**src/rtl/multi_freq_generator_if.sv**
```systemverilog
// Bus bundle for multi_freq_generator: configuration, control strobes and
// per-channel outputs. The master drives configuration/control and the
// generator (slave) drives the waveform and status outputs.
interface multi_freq_generator_if #(
    parameter int NUM_CH  = 4,
    parameter int CNT_W   = 16,
    parameter int BURST_W = 8
);
    localparam int CH_W = (NUM_CH > 1) ? $clog2(NUM_CH) : 1;

    logic               cfg_we;
    logic [CH_W-1:0]    cfg_ch;
    logic [CNT_W-1:0]   cfg_period;
    logic [CNT_W-1:0]   cfg_high;
    logic [BURST_W-1:0] cfg_burst;
    logic [NUM_CH-1:0]  start;
    logic [NUM_CH-1:0]  stop;
    logic               sync;
    logic [NUM_CH-1:0]  out_clk;
    logic [NUM_CH-1:0]  out_pulse;
    logic [NUM_CH-1:0]  busy;
    logic [NUM_CH-1:0]  done;

    modport master (
        output cfg_we, cfg_ch, cfg_period, cfg_high, cfg_burst, start, stop, sync,
        input  out_clk, out_pulse, busy, done
    );

    modport slave (
        input  cfg_we, cfg_ch, cfg_period, cfg_high, cfg_burst, start, stop, sync,
        output out_clk, out_pulse, busy, done
    );
endinterface

```
**src/rtl/multi_freq_generator.sv**
```systemverilog
// Multi-channel programmable square-wave / pulse generator.
// Each channel has a shadow configuration (written any time) and an active
// configuration that is only refreshed on start and on every period wrap, so
// a reconfiguration never shortens or stretches the period in progress.
// A global sync strobe restarts the phase of every running channel.
module multi_freq_generator #(
    parameter int NUM_CH  = 4,
    parameter int CNT_W   = 16,
    parameter int BURST_W = 8
) (
    input  logic                  sys_clk,
    input  logic                  reset,
    multi_freq_generator_if.slave bus
);
    localparam int CH_W = (NUM_CH > 1) ? $clog2(NUM_CH) : 1;

    typedef enum logic {
        ST_IDLE = 1'b0,
        ST_RUN  = 1'b1
    } state_t;

    for (genvar gi = 0; gi < NUM_CH; gi++) begin : g_ch
        logic [CNT_W-1:0]   shadow_period_reg;
        logic [CNT_W-1:0]   shadow_high_reg;
        logic [BURST_W-1:0] shadow_burst_reg;
        logic [CNT_W-1:0]   period_reg;
        logic [CNT_W-1:0]   high_reg;
        logic [CNT_W-1:0]   counter_reg;
        logic [BURST_W-1:0] remaining_reg;
        state_t             state_reg;
        logic               out_clk_reg;
        logic               out_pulse_reg;
        logic               done_reg;
        logic [CNT_W-1:0]   period_eff;
        logic               wrap;

        // Periods below 2 are clamped when loaded so the active period is
        // always >= 2 and period_reg-1 can never underflow.
        assign period_eff = (shadow_period_reg < CNT_W'(2)) ? CNT_W'(2) : shadow_period_reg;
        assign wrap       = (counter_reg == period_reg - CNT_W'(1));

        // Shadow configuration: writes addressed to other (or nonexistent) channels are ignored.
        always_ff @(posedge sys_clk) begin
            if (reset) begin
                shadow_period_reg <= CNT_W'(2);
                shadow_high_reg   <= CNT_W'(1);
                shadow_burst_reg  <= '0;
            end else if (bus.cfg_we && (bus.cfg_ch == CH_W'(gi))) begin
                shadow_period_reg <= bus.cfg_period;
                shadow_high_reg   <= bus.cfg_high;
                shadow_burst_reg  <= bus.cfg_burst;
            end
        end

        // Channel FSM: counting, reload on wrap, burst accounting, registered outputs.
        always_ff @(posedge sys_clk) begin
            if (reset) begin
                state_reg     <= ST_IDLE;
                counter_reg   <= '0;
                period_reg    <= CNT_W'(2);
                high_reg      <= CNT_W'(1);
                remaining_reg <= '0;
                out_clk_reg   <= 1'b0;
                out_pulse_reg <= 1'b0;
                done_reg      <= 1'b0;
            end else begin
                // Outputs trail the counter by one cycle and drop to 0 once IDLE.
                out_clk_reg   <= (state_reg == ST_RUN) && (counter_reg < high_reg);
                out_pulse_reg <= (state_reg == ST_RUN) && (counter_reg == '0);
                done_reg      <= 1'b0;
                case (state_reg)
                    ST_IDLE: begin
                        counter_reg <= '0;
                        if (bus.start[gi] && !bus.stop[gi]) begin
                            state_reg     <= ST_RUN;
                            period_reg    <= period_eff;
                            high_reg      <= shadow_high_reg;
                            remaining_reg <= shadow_burst_reg;
                        end
                    end
                    ST_RUN: begin
                        if (bus.stop[gi]) begin
                            // Abort: no done pulse.
                            state_reg   <= ST_IDLE;
                            counter_reg <= '0;
                        end else if (wrap) begin
                            counter_reg <= '0;
                            period_reg  <= period_eff;
                            high_reg    <= shadow_high_reg;
                            if (remaining_reg != '0) begin
                                remaining_reg <= remaining_reg - BURST_W'(1);
                                if (remaining_reg == BURST_W'(1)) begin
                                    state_reg <= ST_IDLE;
                                    done_reg  <= 1'b1;
                                end
                            end
                        end else if (bus.sync) begin
                            // Phase restart only; configuration and burst count untouched.
                            counter_reg <= '0;
                        end else begin
                            counter_reg <= counter_reg + CNT_W'(1);
                        end
                    end
                    default: begin
                        state_reg   <= ST_IDLE;
                        counter_reg <= '0;
                    end
                endcase
            end
        end

        assign bus.out_clk[gi]   = out_clk_reg;
        assign bus.out_pulse[gi] = out_pulse_reg;
        assign bus.busy[gi]      = (state_reg == ST_RUN);
        assign bus.done[gi]      = done_reg;
    end
endmodule

```
**src/flat_wrapper.sv**
```systemverilog
// flat-port wrapper written by rule: the top's interface ports become plain ports
module multi_freq_generator_flat 
#(
    parameter int NUM_CH  = 4,
    parameter int CNT_W   = 16,
    parameter int BURST_W = 8
)
  (sys_clk, reset, bus_cfg_we, bus_cfg_ch, bus_cfg_period, bus_cfg_high, bus_cfg_burst, bus_start, bus_stop, bus_sync, bus_out_clk, bus_out_pulse, bus_busy, bus_done);
  multi_freq_generator_if #(.NUM_CH(NUM_CH), .CNT_W(CNT_W), .BURST_W(BURST_W)) bus_i ();
  input  logic sys_clk;
  input  logic reset;
  input wire logic [$bits(bus_i.cfg_we)-1:0] bus_cfg_we;
  input wire logic [$bits(bus_i.cfg_ch)-1:0] bus_cfg_ch;
  input wire logic [$bits(bus_i.cfg_period)-1:0] bus_cfg_period;
  input wire logic [$bits(bus_i.cfg_high)-1:0] bus_cfg_high;
  input wire logic [$bits(bus_i.cfg_burst)-1:0] bus_cfg_burst;
  input wire logic [$bits(bus_i.start)-1:0] bus_start;
  input wire logic [$bits(bus_i.stop)-1:0] bus_stop;
  input wire logic [$bits(bus_i.sync)-1:0] bus_sync;
  output wire logic [$bits(bus_i.out_clk)-1:0] bus_out_clk;
  output wire logic [$bits(bus_i.out_pulse)-1:0] bus_out_pulse;
  output wire logic [$bits(bus_i.busy)-1:0] bus_busy;
  output wire logic [$bits(bus_i.done)-1:0] bus_done;
  assign bus_i.cfg_we = bus_cfg_we;
  assign bus_i.cfg_ch = bus_cfg_ch;
  assign bus_i.cfg_period = bus_cfg_period;
  assign bus_i.cfg_high = bus_cfg_high;
  assign bus_i.cfg_burst = bus_cfg_burst;
  assign bus_i.start = bus_start;
  assign bus_i.stop = bus_stop;
  assign bus_i.sync = bus_sync;
  assign bus_out_clk = bus_i.out_clk;
  assign bus_out_pulse = bus_i.out_pulse;
  assign bus_busy = bus_i.busy;
  assign bus_done = bus_i.done;
  multi_freq_generator #(.NUM_CH(NUM_CH), .CNT_W(CNT_W), .BURST_W(BURST_W)) u_core (.sys_clk(sys_clk), .reset(reset), .bus(bus_i));
endmodule
```
**config.mk**
```make
export PLATFORM = sky130hd
export DESIGN_NAME = multi_freq_generator_flat
export DESIGN_NICKNAME = d
export VERILOG_FILES = /design/src/rtl/multi_freq_generator_if.sv /design/src/rtl/multi_freq_generator.sv /design/src/flat_wrapper.sv
export SDC_FILE = /design/constraint.sdc
export NUM_CORES = 1
export LEC_CHECK = 0
export BUFFER_PORTS_ARGS = -buffer_cell sky130_fd_sc_hd__buf_2
export CORE_MARGIN = 8
export CORE_UTILIZATION = 35
export DETAILED_ROUTE_END_ITERATION = 7
export SKIP_LAST_GASP = 1
export SLEW_MARGIN = 40
export SYNTH_ARGS = -nofsm -noshare
export SYNTH_HDL_FRONTEND = slang
export SYNTH_SLANG_ARGS = --single-unit
```
**constraint.sdc**
```tcl
create_clock -name sys_clk -period 3.9 [get_ports sys_clk]
set_input_delay 0.78 -clock sys_clk [delete_from_list [all_inputs] [get_ports sys_clk]]
set_output_delay 0.78 -clock sys_clk [all_outputs]
set_load 0.01 [all_outputs]
```
==> Flow_metrics.wiki, run 1 <==
{| class="wikitable"
! Metric !! Value
|-
| Status || completed
|-
| Post-synthesis share of cell area spent on xor and xnor gates || 0.0590
|-
| Number of detailed-routing iterations run before antenna repair || 6
|-
| Worst setup skew after layout || roughly 0.015 ns
|-
| Residual antenna-violating net count after detailed routing || 0
|-
| Busiest metal layer after global routing || met2
|-
| Effective utilization at floorplan || 0.354
|-
| Highest Clock Rate || 292 MHz
|-
| Final worst-path cycle share || 0.877
|-
| Vias in the first global route || between 15,000 and 20,000
|-
| Max Root-Sink Buffers || 3
|-
| HPWL after DPL || ~41 mm
|-
| Minimum setup slack in the final design || 0.480 ns
|-
| Met3 track utilization from global routing || 0.0273
|-
| Avg Cell Area, Syn || 7.98 µm²
|-
| Filler cells || 5,811
|-
| Critical path arrival || 3.91 ns
|-
| Non-Filler Instances || 3,256
|-
| Routed wire length || 58.0 mm
|-
| Area share of the largest cell type after synthesis || 0.402
|-
| Clock latency of the later-clocked register in the worst-skew pair || around 0.57 ns
|-
| Number of warnings reported in the yosys synthesis log || 0
|-
| Pwr per Cell Area || 420 nW/µm²
|-
| Number of library cell types mapped by synthesis || 87
|-
| GRT Resource Usage Total || 0.175
|-
| Clock tree sinks || 400
|-
| Beginning of the worst hold path || bus_stop[0]
|-
| Post-synthesis compound-gate area fraction || 0.142
|-
| Multi-input combinational cell area || 10,800 µm²
|-
| Met2 usage || 0.290
|-
| Cell area after layout || roughly 22,000 µm²
|-
| Clock edge transition at the registers on the reported setup and hold paths || 0.06 ns
|-
| IR Drop Worst-Case VDD || 0.000273 V
|-
| Worst setup path category || reg2reg
|-
| Core utilization of the finished layout || 0.395
|-
| Sequential cell area in the final layout || 8010 µm²
|-
| TritonCTS clock tree || done
|-
| Path type of the worst min-delay path || in2reg
|-
| CP endpoint kind || register
|-
| Setup violators final || 0
|-
| # resized after CTS || 0
|-
| Adder-cell area share of the yosys netlist || 0.0528
|-
| Async set-or-reset flop fraction in the synthesized netlist || 0
|-
| Die height || 254 µm
|-
| Die Footprint || 64,700 µm²
|-
| DRC violations left || 0
|-
| Hold bufs inserted after CTS || 0
|-
| Initial antenna violation count || 4
|-
| Number of I/O pins || 70
|-
| Dominant register cell in the synthesized netlist || dfxtp_1
|-
| Total standard cell area after synthesis || 19,900 µm²
|-
| Largest fanout on the critical path || 10
|-
| Origin of the critical flop-to-flop path || u_core.g_ch[2].period_reg[0]
|-
| Initial drt markers || 1,396
|-
| Die X || 254 µm
|-
| Setup repair after global routing missed its margin || false
|-
| Post-synthesis instance total || about 2,500
|-
| Number of enable-type register cells in the synthesized netlist || 0
|-
| Clock period minus worst slack || between 3 and 4 ns
|-
| Global-route wire length before repair || 91.9 mm
|-
| Critical path data required time || around 4.4 ns
|-
| DP Area || 20,700 µm²
|-
| CTS H-tree depth || 2
|-
| Post-synthesis cell type with the largest combined area || dfxtp_1
|-
| Ratio of cells with drive above 1 in the final layout || 0.0788
|-
| Setup WS pre-CTS || a little over 0.5 ns
|-
| Met1 capacity usage during global routing || 0.232
|-
| Max Slew Vio Count || 0
|-
| Worst Tran Pin Value || 0.822 ns
|-
| Post-synthesis sequential element count || 400
|-
| Placement row count || 87
|-
| Number of buffers added by the clock tree synthesis step || 44
|-
| Total number of nets in the final design || 2,603
|-
| Proportion of synthesized area in mux cells || 0.0353
|-
| Residual overflow from global routing || 0
|-
| Pin count of the biggest net entering global routing || 122
|-
| GP Congestion || 0.892
|-
| Top cell types by occurrence after synthesis || 455 x nand2_1, 400 x dfxtp_1, 262 x a21oi_1
|-
| Avg Vias per Cell || 5.34
|-
| Main combinational cell family by area after synthesis || simple AND/OR/NAND/NOR gates
|-
| Total vias in the final route || 17,400
|-
| Critical Path Start || u_core.g_ch[2].period_reg[0]
|-
| Clock Root Buffer || clkbuf_16
|-
| Total of max-cap violations || 0
|-
| Sequential fraction of the synthesis area || 0.402
|-
| Leak pwr || 8.26 nW
|-
| Relative area change from synthesis to final layout || 11.8%
|-
| Final setup TNS || 0 ns
|-
| Net Count, Synth || between 2,000 and 3,000
|-
| Total setup buffers inserted after CTS || 0
|-
| Most used standard cell by instance count after synthesis || nand2_1
|-
| Simple-gate area share of the yosys netlist || 0.252
|-
| Dominant cells by area after synthesis || dfxtp_1 40%, nand2_1 8.6%, a21oi_1 6.6%, ha_1 5.3%, nor2_1 3.7%
|-
| Buffers added on ports || 69
|-
| Core box area || 56,300 µm²
|-
| Hold Fails Final Rpt || 0
|-
| Worst setup SP type || register
|-
| Number of cells after detailed placement || 3,175
|-
| Worst slew margin || 0.451
|-
| Post-DR wirelength/cell || 17.8 µm
|}
==> layout by cell type (no fill, tap or decap), types with 7 or more instances in the layout <==
cell,Yosys,final
a211o_1,7,7
a211oi_1,11,11
a21o_1,21,21
a21oi_1,262,260
a31oi_1,18,18
a41oi_1,7,7
and2_1,11,11
and3_1,21,21
and4_1,11,11
buf_2,8,68
buf_4,18,19
bufinv_16,0,7
clkbuf_1,126,12
clkbuf_16,0,45
clkinv_2,0,7
dfxtp_1,400,400
ha_1,84,84
inv_1,102,102
mux2i_1,68,68
nand2_1,455,454
nand2b_1,20,20
nand3_1,106,106
nand3b_1,13,13
nand4_1,31,31
nor2_1,197,194
nor2b_1,26,26
nor3_1,58,58
nor3b_1,8,7
nor4_1,49,48
nor4b_1,9,9
o21ai_0,59,59
o21ai_1,7,7
or3_1,7,7
xnor2_1,59,59
xor2_1,75,75
==> final timing paths <==
path | cells after the start | slack [ns] | to
hold / removal | 2 | 0.41 | u_core.g_ch[0].state_reg
hold reg to reg | 2 | 0.45 | u_core.g_ch[3].shadow_high_reg[14]
setup / recovery | 10 | 0.48 | u_core.g_ch[2].remaining_reg[5]
setup reg to reg | 10 | 0.48 | u_core.g_ch[2].remaining_reg[5]
==> cells by family after synthesis <==
group,after synthesis
simple gates,1063
fa+ha+maj,84
mux,70
compound gates,474
xor+xnor,134
flops,400
buf+inv,268
==> routing by layer <==
metal / wire length (µm) / part of all wire
met1: 26600 / 0.46
met2: 26700 / 0.46
met3: 3130 / 0.054
met4: 1520 / 0.026
met5: 8 / 0.00014
==> power by group <==
part	switching, mW	total [mW]	internal, mW
Clock	1.75	4.45	2.70
Sequential	0.0807	4.25	4.17
Combinational	0.430	0.643	0.213
==> worst max-delay path, stage by stage (launching register included) <==
cell,delay [ns]
dfxtp_1,0.35
inv_1,0.09
ha_1,0.36
nor4b_1,0.64
and3_1,0.27
mux2_2,0.35
a31oi_1,0.16
o2111ai_1,0.24
nor3_1,0.57
nand3_1,0.14
a31oi_1,0.18
==> final cells by class <==
type | instances | area share
Clock buffer | 63 | 0.0563
Clock inverter | 17 | 0.0121
Multi-Input combinational cell | 1825 | 0.487
Inverter | 103 | 0.0174
Sequential cell | 400 | 0.360
Timing Repair Buffer | 91 | 0.0251
Tap cell | 756 | 0.0425
Antenna cell | 1 | 0.000112
==> per-stage QoR <==
stage | hold slack (ns) | total power, mW
2_1_floorplan | 0.429 | 4.74
3_3_place_gp | 0.441 | 4.97
3_5_place_dp | 0.445 | 4.98
4_1_cts | 0.374 | 9.43
5_1_grt | 0.404 | 9.67
6_report | 0.413 | 9.34
Power figures use the tool's default switching activity.
==> inputs of run 2 (changes only) <==
Settings changed: RECOVER_POWER set to 25.
==> run 2 against run 1 <==
The run now ends with capacitance limit, slew limit left. Wire length about the same. Via count is essentially flat. Setup slack worse by 0.030 ns. Combinational power is essentially flat. Register-to-register slack got worse by 0.03 ns.
==> Flow_metrics.wiki, run 2 (same netlist as run 1, synthesis figures left out) <==
{| class="wikitable"
! Metric !! Value
|-
| Number of I/O pins || 70 (unchanged)
|-
| Cell type of the slowest stage on the worst timing path || nor4b_1 (unchanged)
|-
| Origin of the critical flop-to-flop path || u_core.g_ch[2].period_reg[0] (unchanged)
|-
| Worst setup SP type || register (unchanged)
|-
| Status || complete, but fails checks (was completed)
|-
| Final worst-path cycle share || 0.885 (was 0.877)
|-
| Worst hold slack || 0.414 ns (was 0.413 ns)
|-
| Worst setup path category || reg2reg (unchanged)
|-
| CTS H-tree depth || 2 (unchanged)
|-
| Die Footprint || 64,700 µm² (unchanged)
|-
| Count of buffering cells on the critical path with inverters included || 1 (unchanged)
|-
| CP endpoint kind || register (unchanged)
|-
| Highest Clock Rate || 290 MHz (was 292 MHz)
|-
| Buffers added on ports || 69 (unchanged)
|-
| Avg Vias per Cell || 5.34 (about the same)
|-
| # resized after CTS || 0 (unchanged)
|-
| Pwr per Cell Area || 420 nW/µm² (about the same)
|-
| Cell family contributing the most delay on the critical path || simple AND/OR/NAND/NOR gates (unchanged)
|-
| TritonCTS clock tree || done (unchanged)
|-
| Largest fanout on the critical path || 10 (unchanged)
|-
| Vias in the first global route || 16,800 (unchanged)
|-
| Maximum single-stage delay on the critical path || 0.64 ns (about the same)
|-
| Total setup buffers inserted after CTS || 0 (unchanged)
|-
| Violations in the final reports || capacitance limit, slew limit
|-
| Clock period minus worst slack || 3.45 ns (was 3.42 ns)
|-
| Clock Root Buffer || clkbuf_16 (unchanged)
|-
| Pin count of the biggest net entering global routing || 122 (unchanged)
|-
| Ratio of cells with drive above 1 in the final layout || 0.0768 (was 0.0788)
|-
| Setup repair after global routing missed its margin || false (unchanged)
|-
| Placement row count || 87 (unchanged)
|-
| Clock latency of the later-clocked register in the worst-skew pair || 0.57 ns (about the same)
|-
| IR Drop Worst-Case VDD || 0.000272 V (was 0.000273 V)
|-
| Worst slew margin || -0.517 (was 0.451)
|-
| Total of max-cap violations || 3 (was 0)
|-
| Commonest non-fill, non-tap cell in the layout || nand2_1 (unchanged)
|-
| Max Root-Sink Buffers || 3 (unchanged)
|-
| Relative area change from synthesis to final layout || 11.7% (was 11.8%)
|-
| Worst Tran Pin Value || 2.28 ns (was 0.822 ns)
|-
| Effective utilization at floorplan || 0.354 (unchanged)
|-
| Final setup TNS || 0 ns (unchanged)
|-
| Core utilization of the finished layout || 0.395 (about the same)
|-
| Hold bufs inserted after CTS || 0 (unchanged)
|-
| Max Slew Vio Count || 126 (was 0)
|-
| Overall power consumption || 9.33 mW (was 9.34 mW)
|-
| Most frequent cells in the layout || 454 x nand2_1, 400 x dfxtp_1, 260 x a21oi_1, 194 x nor2_1, 106 x nand3_1 (unchanged)
|-
| Critical Path Start || u_core.g_ch[2].period_reg[0] (unchanged)
|-
| Total vias in the final route || 17,400 (about the same)
|-
| Hold Fails Final Rpt || 0 (unchanged)
|-
| Die X || 254 µm (unchanged)
|-
| Beginning of the worst hold path || bus_stop[0] (unchanged)
|-
| Clock edge transition at the registers on the reported setup and hold paths || 0.06 ns (about the same)
|-
| Setup violators final || 0 (unchanged)
|-
| GRT Resource Usage Total || 0.175 (unchanged)
|-
| Residual overflow from global routing || 0 (unchanged)
|-
| Critical path arrival || 3.92 ns (was 3.91 ns)
|-
| Initial antenna violation count || 4 (unchanged)
|-
| Residual antenna-violating net count after detailed routing || 0 (unchanged)
|-
| Core box area || 56,300 µm² (unchanged)
|-
| Path type of the worst min-delay path || in2reg (unchanged)
|-
| Clock tree sinks || 400 (unchanged)
|-
| Critical Path, Cell by Cell || inv_1 > ha_1 > nor4b_1 > and3_1 > mux2_2 > a31oi_1 > o2111ai_1 > nor3_1 > nand3_1 > a31oi_1 (unchanged)
|-
| Number of buffers added by the clock tree synthesis step || 44 (unchanged)
|-
| Critical path data required time || 4.37 ns (was 4.39 ns)
|-
| HPWL after DPL || 40.6 mm (unchanged)
|-
| Routed wire length || 58.0 mm (about the same)
|-
| DRC violations left || 0 (unchanged)
|-
| Number of detailed-routing iterations run before antenna repair || 5 (was 6)
|-
| Dominant cell type by count on the critical path || a31oi_1 (unchanged)
|-
| Die height || 254 µm (unchanged)
|-
| Worst setup skew after layout || 0.0147 ns (was 0.0148 ns)
|-
| GP Congestion || 0.892 (unchanged)
|-
| Post-DR wirelength/cell || 17.8 µm (about the same)
|-
| Total number of nets in the final design || 2,603 (unchanged)
|-
| Global-route wire length before repair || 91.9 mm (unchanged)
|-
| Initial drt markers || 1,344 (was 1,396)
|-
| Leak pwr || 8.24 nW (was 8.26 nW)
|}
-- run 2: final cells by class --
class                      count  area (µm²)
multi-input combinational   1825       10800
clock inverter                17         270
tap                          756         946
clock buffer                  63        1250
antenna                        2        5.00
timing repair buffer          91         529
fill                        5818       34100
sequential                   400        8010
inverter                     103         387
-- run 2: path summary, 6_finish.rpt --
check	end	cells after the start	slack (ns)
setup / recovery	u_core.g_ch[2].remaining_reg[5]	10	0.45
hold / removal	u_core.g_ch[0].state_reg	2	0.41
setup reg to reg	u_core.g_ch[2].remaining_reg[5]	10	0.45
hold reg to reg	u_core.g_ch[3].shadow_high_reg[14]	2	0.45
-- run 2: metal layers --
| metal | routed length (µm) | GRT usage | vias up | part of all wire |
|---|---|---|---|---|
| li1 | - | - | 8523 | - |
| met1 | 26300 | 0.232 | 8343 | 0.45 |
| met2 | 26700 | 0.290 | 429 | 0.46 |
| met3 | 3360 | 0.0273 | 102 | 0.058 |
| met4 | 1550 | 0.0556 | 2 | 0.027 |
| met5 | 8 | 0 | - | 0.00014 |
-- run 2: stage by stage --
| stage | setup slack [ns] | instance area, µm² | instances |
|---|---|---|---|
| 6_report | 0.450 | 22200 | 3257 |
| 5_1_grt | 0.182 | 22200 | 3255 |
| 4_1_cts | 0.512 | 22200 | 3255 |
| 3_5_place_dp | 0.517 | 20700 | 3175 |
| 3_3_place_gp | 0.635 | 20700 | 3175 |
| 2_1_floorplan | 0.955 | 19900 | 2493 |
-- run 2: power by group --
group / switching, mW / total [mW] / leakage, nW / internal [mW]
Sequential: 0.0805 / 4.25 / 3.24 / 4.17
Combinational: 0.429 / 0.640 / 4.26 / 0.210
Clock: 1.74 / 4.44 / 0.747 / 2.70
Total: 2.25 / 9.33 / 8.24 / 7.08
